==> src/rtl/egress_arbiter.sv <==
// egress_arbiter: frame-granular round-robin sharing of one egress port among NUM_INGRESS tagged filter streams.
// Latency: grant is registered one cycle after a request is seen in IDLE; the data path is a zero-latency mux.
// Backpressure: egress tready goes only to the owning filter while BUSY; all other filters always see tready=0.

package egress_arbiter_pkg;

    // Tagged stream presented by each ingress filter.
    typedef struct packed {
        logic        tvalid;
        logic [15:0] tdata;
        logic [1:0]  tdest;
        logic        tlast;
    } axis_d_source_t;

    typedef struct packed {
        logic tready;
    } axis_d_sink_t;

    // Untagged stream delivered to the egress port.
    typedef struct packed {
        logic        tvalid;
        logic [15:0] tdata;
        logic        tlast;
    } axis_source_t;

    typedef struct packed {
        logic tready;
    } axis_sink_t;

endpackage

module egress_arbiter
    import egress_arbiter_pkg::*;
#(
    parameter int         NUM_INGRESS       = 4,
    parameter logic [1:0] EGRESS_ID         = 2'd0,
    parameter int         TIMEOUT_CTR_WIDTH = 3
) (
    input  logic                   clk,
    input  logic                   reset,
    input  logic                   en,
    input  axis_d_source_t         filter_source [NUM_INGRESS],
    output axis_d_sink_t           filter_sink   [NUM_INGRESS],
    output axis_source_t           egress_source,
    input  axis_sink_t             egress_sink,
    output logic [NUM_INGRESS-1:0] grant,
    output logic [15:0]            frame_count,
    output logic                   abort
);

    localparam int IDX_W = (NUM_INGRESS > 1) ? $clog2(NUM_INGRESS) : 1;

    // Stall limit is the all-ones value of the stall counter.
    localparam logic [TIMEOUT_CTR_WIDTH-1:0] STALL_LIMIT = '1;

    typedef enum logic [1:0] {
        IDLE  = 2'd0,
        BUSY  = 2'd1,
        ABORT = 2'd2
    } state_t;

    state_t                       state;
    state_t                       state_nxt;
    logic [NUM_INGRESS-1:0]       grant_nxt;
    logic [IDX_W-1:0]             owner;
    logic [IDX_W-1:0]             owner_nxt;
    logic [IDX_W-1:0]             last_grant;
    logic [IDX_W-1:0]             last_grant_nxt;
    logic [TIMEOUT_CTR_WIDTH-1:0] stall_cnt;
    logic [TIMEOUT_CTR_WIDTH-1:0] stall_cnt_nxt;
    logic [15:0]                  frame_count_nxt;
    logic                         abort_nxt;

    logic [NUM_INGRESS-1:0]       req;
    logic                         pick_vld;
    logic [IDX_W-1:0]             pick_idx;
    logic [IDX_W-1:0]             rr_cand;

    // Owner's stream, selected by the encoded owner index kept next to the one-hot grant.
    logic                         own_vld;
    logic [15:0]                  own_dat;
    logic                         own_last;
    logic                         beat_xfer;

    assign own_vld   = filter_source[owner].tvalid;
    assign own_dat   = filter_source[owner].tdata;
    assign own_last  = filter_source[owner].tlast;
    assign beat_xfer = own_vld && egress_sink.tready;

    // A filter requests only when its head beat is valid and tagged for this egress port.
    always_comb begin
        for (int i = 0; i < NUM_INGRESS; i++) begin
            req[i] = filter_source[i].tvalid && (filter_source[i].tdest == EGRESS_ID);
        end
    end

    // Round-robin pick: first requester scanning upward from the slot after the previous owner.
    always_comb begin
        pick_vld = 1'b0;
        pick_idx = '0;
        rr_cand  = '0;
        for (int k = 1; k <= NUM_INGRESS; k++) begin
            rr_cand = IDX_W'((int'(last_grant) + k) % NUM_INGRESS);
            if (!pick_vld && req[rr_cand]) begin
                pick_vld = 1'b1;
                pick_idx = rr_cand;
            end
        end
    end

    // Next-state and output decode for the IDLE/BUSY/ABORT frame controller.
    always_comb begin
        state_nxt       = state;
        grant_nxt       = grant;
        owner_nxt       = owner;
        last_grant_nxt  = last_grant;
        stall_cnt_nxt   = stall_cnt;
        frame_count_nxt = frame_count;
        abort_nxt       = 1'b0;
        egress_source   = '0;
        for (int i = 0; i < NUM_INGRESS; i++) begin
            filter_sink[i].tready = 1'b0;
        end

        unique case (state)
            IDLE: begin
                // en only gates new grants; it never cuts a frame already granted.
                if (en && pick_vld) begin
                    grant_nxt     = {{(NUM_INGRESS-1){1'b0}}, 1'b1} << pick_idx;
                    owner_nxt     = pick_idx;
                    stall_cnt_nxt = '0;
                    state_nxt     = BUSY;
                end
            end

            BUSY: begin
                // tdest is ignored here: once granted, every beat up to tlast belongs to the frame.
                egress_source.tvalid       = own_vld;
                egress_source.tdata        = own_dat;
                egress_source.tlast        = own_last;
                filter_sink[owner].tready  = egress_sink.tready;

                if (beat_xfer) begin
                    stall_cnt_nxt = '0;
                    if (own_last) begin
                        frame_count_nxt = frame_count + 16'd1;
                        last_grant_nxt  = owner;
                        grant_nxt       = '0;
                        state_nxt       = IDLE;
                    end
                end else if (!own_vld) begin
                    // Only a silent source counts as a stall; egress backpressure just holds the count.
                    stall_cnt_nxt = stall_cnt + 1'b1;
                    if (stall_cnt == STALL_LIMIT - 1'b1) begin
                        state_nxt = ABORT;
                        abort_nxt = 1'b1;
                    end
                end
            end

            ABORT: begin
                // Emit one empty closing beat so the downstream frame is terminated cleanly.
                egress_source.tvalid = 1'b1;
                egress_source.tdata  = 16'h0000;
                egress_source.tlast  = 1'b1;
                if (egress_sink.tready) begin
                    frame_count_nxt = frame_count + 16'd1;
                    last_grant_nxt  = owner;
                    grant_nxt       = '0;
                    stall_cnt_nxt   = '0;
                    state_nxt       = IDLE;
                end
            end

            default: begin
                state_nxt = IDLE;
                grant_nxt = '0;
            end
        endcase
    end

    // State registers; reset abandons any frame in flight without a closing beat.
    always_ff @(posedge clk) begin
        if (reset) begin
            state       <= IDLE;
            grant       <= '0;
            owner       <= '0;
            last_grant  <= IDX_W'(NUM_INGRESS - 1);
            stall_cnt   <= '0;
            frame_count <= '0;
            abort       <= 1'b0;
        end else begin
            state       <= state_nxt;
            grant       <= grant_nxt;
            owner       <= owner_nxt;
            last_grant  <= last_grant_nxt;
            stall_cnt   <= stall_cnt_nxt;
            frame_count <= frame_count_nxt;
            abort       <= abort_nxt;
        end
    end

endmodule

==> config.mk <==
export PLATFORM = sky130hd
export DESIGN_NAME = egress_arbiter
export DESIGN_NICKNAME = d
export VERILOG_FILES = /design/src/rtl/egress_arbiter.sv
export SDC_FILE = /design/constraint.sdc
export NUM_CORES = 1
export LEC_CHECK = 0
export ABC_AREA = 1
export CORE_MARGIN = 5
export CORE_UTILIZATION = 37
export CTS_BUF_LIST = sky130_fd_sc_hd__clkbuf_8
export DETAILED_ROUTE_END_ITERATION = 8
export PLACE_DENSITY = 0.91
export SETUP_SLACK_MARGIN = 0.4
export SLEW_MARGIN = 10
export SYNTH_ARGS = -nofsm -noshare
export SYNTH_HDL_FRONTEND = slang
export SYNTH_SLANG_ARGS = --single-unit
==> constraint.sdc <==
create_clock -name clk -period 1.5 [get_ports clk]
set_input_delay 0.3 -clock clk [delete_from_list [all_inputs] [get_ports clk]]
set_output_delay 0.3 -clock clk [all_outputs]
set_load 0.005 [all_outputs]
==> out/qor.yml <==
hold_path_class: "reg -> reg"
placedCellCount: 607
synthArstFlopShare: 0
grt_first_pass_wirelength_um: 17770
drtIter0Drc: 323
initial_core_util: 0.3759
violations: "setup timing"
io_pins: 127
grtUsageTotal: 0.2867
die_h_um: 89.63
startpoint_type: "flip-flop"
layout_min_cycle_time_ps: 2145
antenna_found_initial: 0
grt_max_degree: 16
synth_cells: 359
rows: 29
fp.dieW_um: 89.63
drt_wl_total_um: 17540
setup_viol: 52
synth_seq_cells: 30
die_area_um2: 8033
coreArea_um2: 6241
syn_to_final_growth_pct: 139.7
worst_ep_required_time_ps: 1700
synthTopCellsByCount: "nand2_1 (97), a21oi_1 (40), a22oi_1 (31)"
gp_congestion: 0.9026
fmax_mhz: 466.2
maxCapViolCount: 0
setup_slack_ps: -645.0
rsz0062_at_grt: "yes"
setup-tns-final_ps: -23390
ant_nets: 0
wire_per_inst_um: 25.95
drive_gt1_frac: 0.6027
relSlewSlack: 0.7047
antenna_cells: 0
powerDensity_nw_per_um2: 1677
drcViolationCount: 0
drt-pass1-iter-count: 7
synth_area_um2: 2346
viasPerCell: 6.263
mappedNetlistNets: 449
power.leakage_nw: 2.401
fin_nets: 688
synth_top_cell_by_area: "dfxtp_1"
clock_sinks: 30
grt-ovfl-total: 0
slew_viol_final: 0
cts.clk_slew.worst_paths_ps: 80
yosysMostFrequentCell: "nand2_1"
fin_cells: 676
via_count: 4234
crit_arrival_ps: 2340
path_class: "reg -> reg"
cts_root_buf: "clkbuf_8"
postLayoutCoreUtil: 0.9010
yosysSeqAreaShare: 0.2560
cts_buffers: 5
synth.area.top_cells: "dfxtp_1 (26%), nand2_1 (16%), a22oi_1 (9.9%), a21oi_1 (8.5%), nand3_1 (5.5%)"
crit_path_end_kind: "flip-flop"
syn_area_per_cell_um2: 6.535
cts_buffer_depth: 2
netlist.area_leader.share: 0.2560
synth_edf_count: 0
synthFlopType: "dfxtp_1"
min_period_over_period: 1.430
fin_worst_skew_ps: 14.01
first_global_vias: 3826
worst_pin_slew_ps: 440.2
cts_tree: "built"
status: "complete, but fails checks"
place.port_buffers: 126
htreeDepth: 2
hold_viol: 0
yosysWarnings: 0
clk_latency_ps: 300
synth_cell_types: 34
cp_max_fo: 3
ir_worst_vdd_mv: 1.328
place_hpwl_um: 7555
==> worst paths after layout <==
| path | depth (start not counted) | slack (ps) | from | to |
|---|---|---|---|---|
| max | 17 | -650 | owner[0] | state[0] |
| min | 2 | 470 | grant[0] | grant[0] |
| max reg2reg | 17 | -650 | owner[0] | state[0] |
| min reg2reg | 2 | 470 | grant[0] | grant[0] |
==> per-stage QoR <==
stage               power [mW]  worst slack, ps  hold slack, ps  area, um2
finish                   9.428           -645.0           467.9       5623
global route             9.725           -718.5           487.0       5623
CTS                      7.115           -417.6           469.7       4928
detailed placement       5.493           -541.9           466.7       4310
global placement         5.325           -497.9           457.5       4310
floorplan                3.781           -6.241           460.1       2580
==> cell type report <==
type / count / area [um2]
inverters: 34 / 160.2
flip-flops and latches: 30 / 658.1
fillers: 233 / 618.1
clock inverters: 3 / 40.04
repair buffers: 243 / 2286
clock buffers: 5 / 68.82
multi-input cells: 284 / 2313
well taps: 77 / 96.34
==> sequential cells by signal (all words and copies together), names as in the netlist <==
signal       count
frame_count     16
grant            4
stall_cnt        3
last_grant       2
owner            2
state            2
abort            1
==> repair_timing <==
action / 4_1_cts / 5_1_grt
cloned: 0 / 2
hold buffers: 0 / 0
endpoints found under the setup margin: 73 / 65
resized for setup: 311 / 122
buffers inserted: 35 / 24
pin swaps: 58 / 61
==> metal layers <==
layer | routed length, um | up-vias | global-route usage
met5 | 0 | - | 0
met4 | 1771 | 0 | 0.1597
met3 | 2137 | 161 | 0.05748
met2 | 8358 | 399 | 0.5519
met1 | 5272 | 1962 | 0.2813
li1 | - | 1712 | -
==> cell usage in the layout (no fill, tap or decap), types with 5 or more instances in the layout <==
master           Yosys  layout
a22oi_1             31      13
buf_4                0      62
a22oi_2              0      18
buf_6                5      59
a21oi_2              2      30
nor2_1              22      10
dfxtp_4              0      10
clkbuf_8             0       5
nand2_1             97      48
nor2_4               1       7
clkdlybuf4s50_1      0      71
nand3_2              1       8
a21oi_1             40       9
dlygate4sd2_1        0      12
inv_2                5       6
buf_2                0      29
dfxtp_2              0      16
nand2_4              0      22
buf_12               0       7
xor2_1               8       8
nand2_2              9      34
nand4_1              5       5
inv_1               28      21
nand3_1             26      15
nor2_2               2       8
==> power breakdown <==
part	internal [mW]	switching [mW]
registers	0.958	0.268
clock network	0.489	0.351
logic	3.37	3.99
==> critical path, cell delays in order (launching register included) <==
cell and delay, ps:
dfxtp_4 390, inv_4 80, buf_6 100, nand2_4 60
inv_6 90, nand2_4 60, o21ai_4 70, nor2_4 60
buf_6 110, buf_6 100, buf_6 110, nor2_4 140
o21ai_2 70, nand2_1 90, nand3b_1 200, nand2_1 110
nand2_1 120, nor2_1 60
==> cells by family after synthesis <==
family	after synthesis	synth area share
xor+xnor	13	0.05173
simple gates	178	0.3419
fa+ha+maj	6	0.03200
buf+inv	46	0.08960
compound gates	86	0.2288
flops	30	0.2560
No activity file was read; power rests on OpenSTA's default activity.
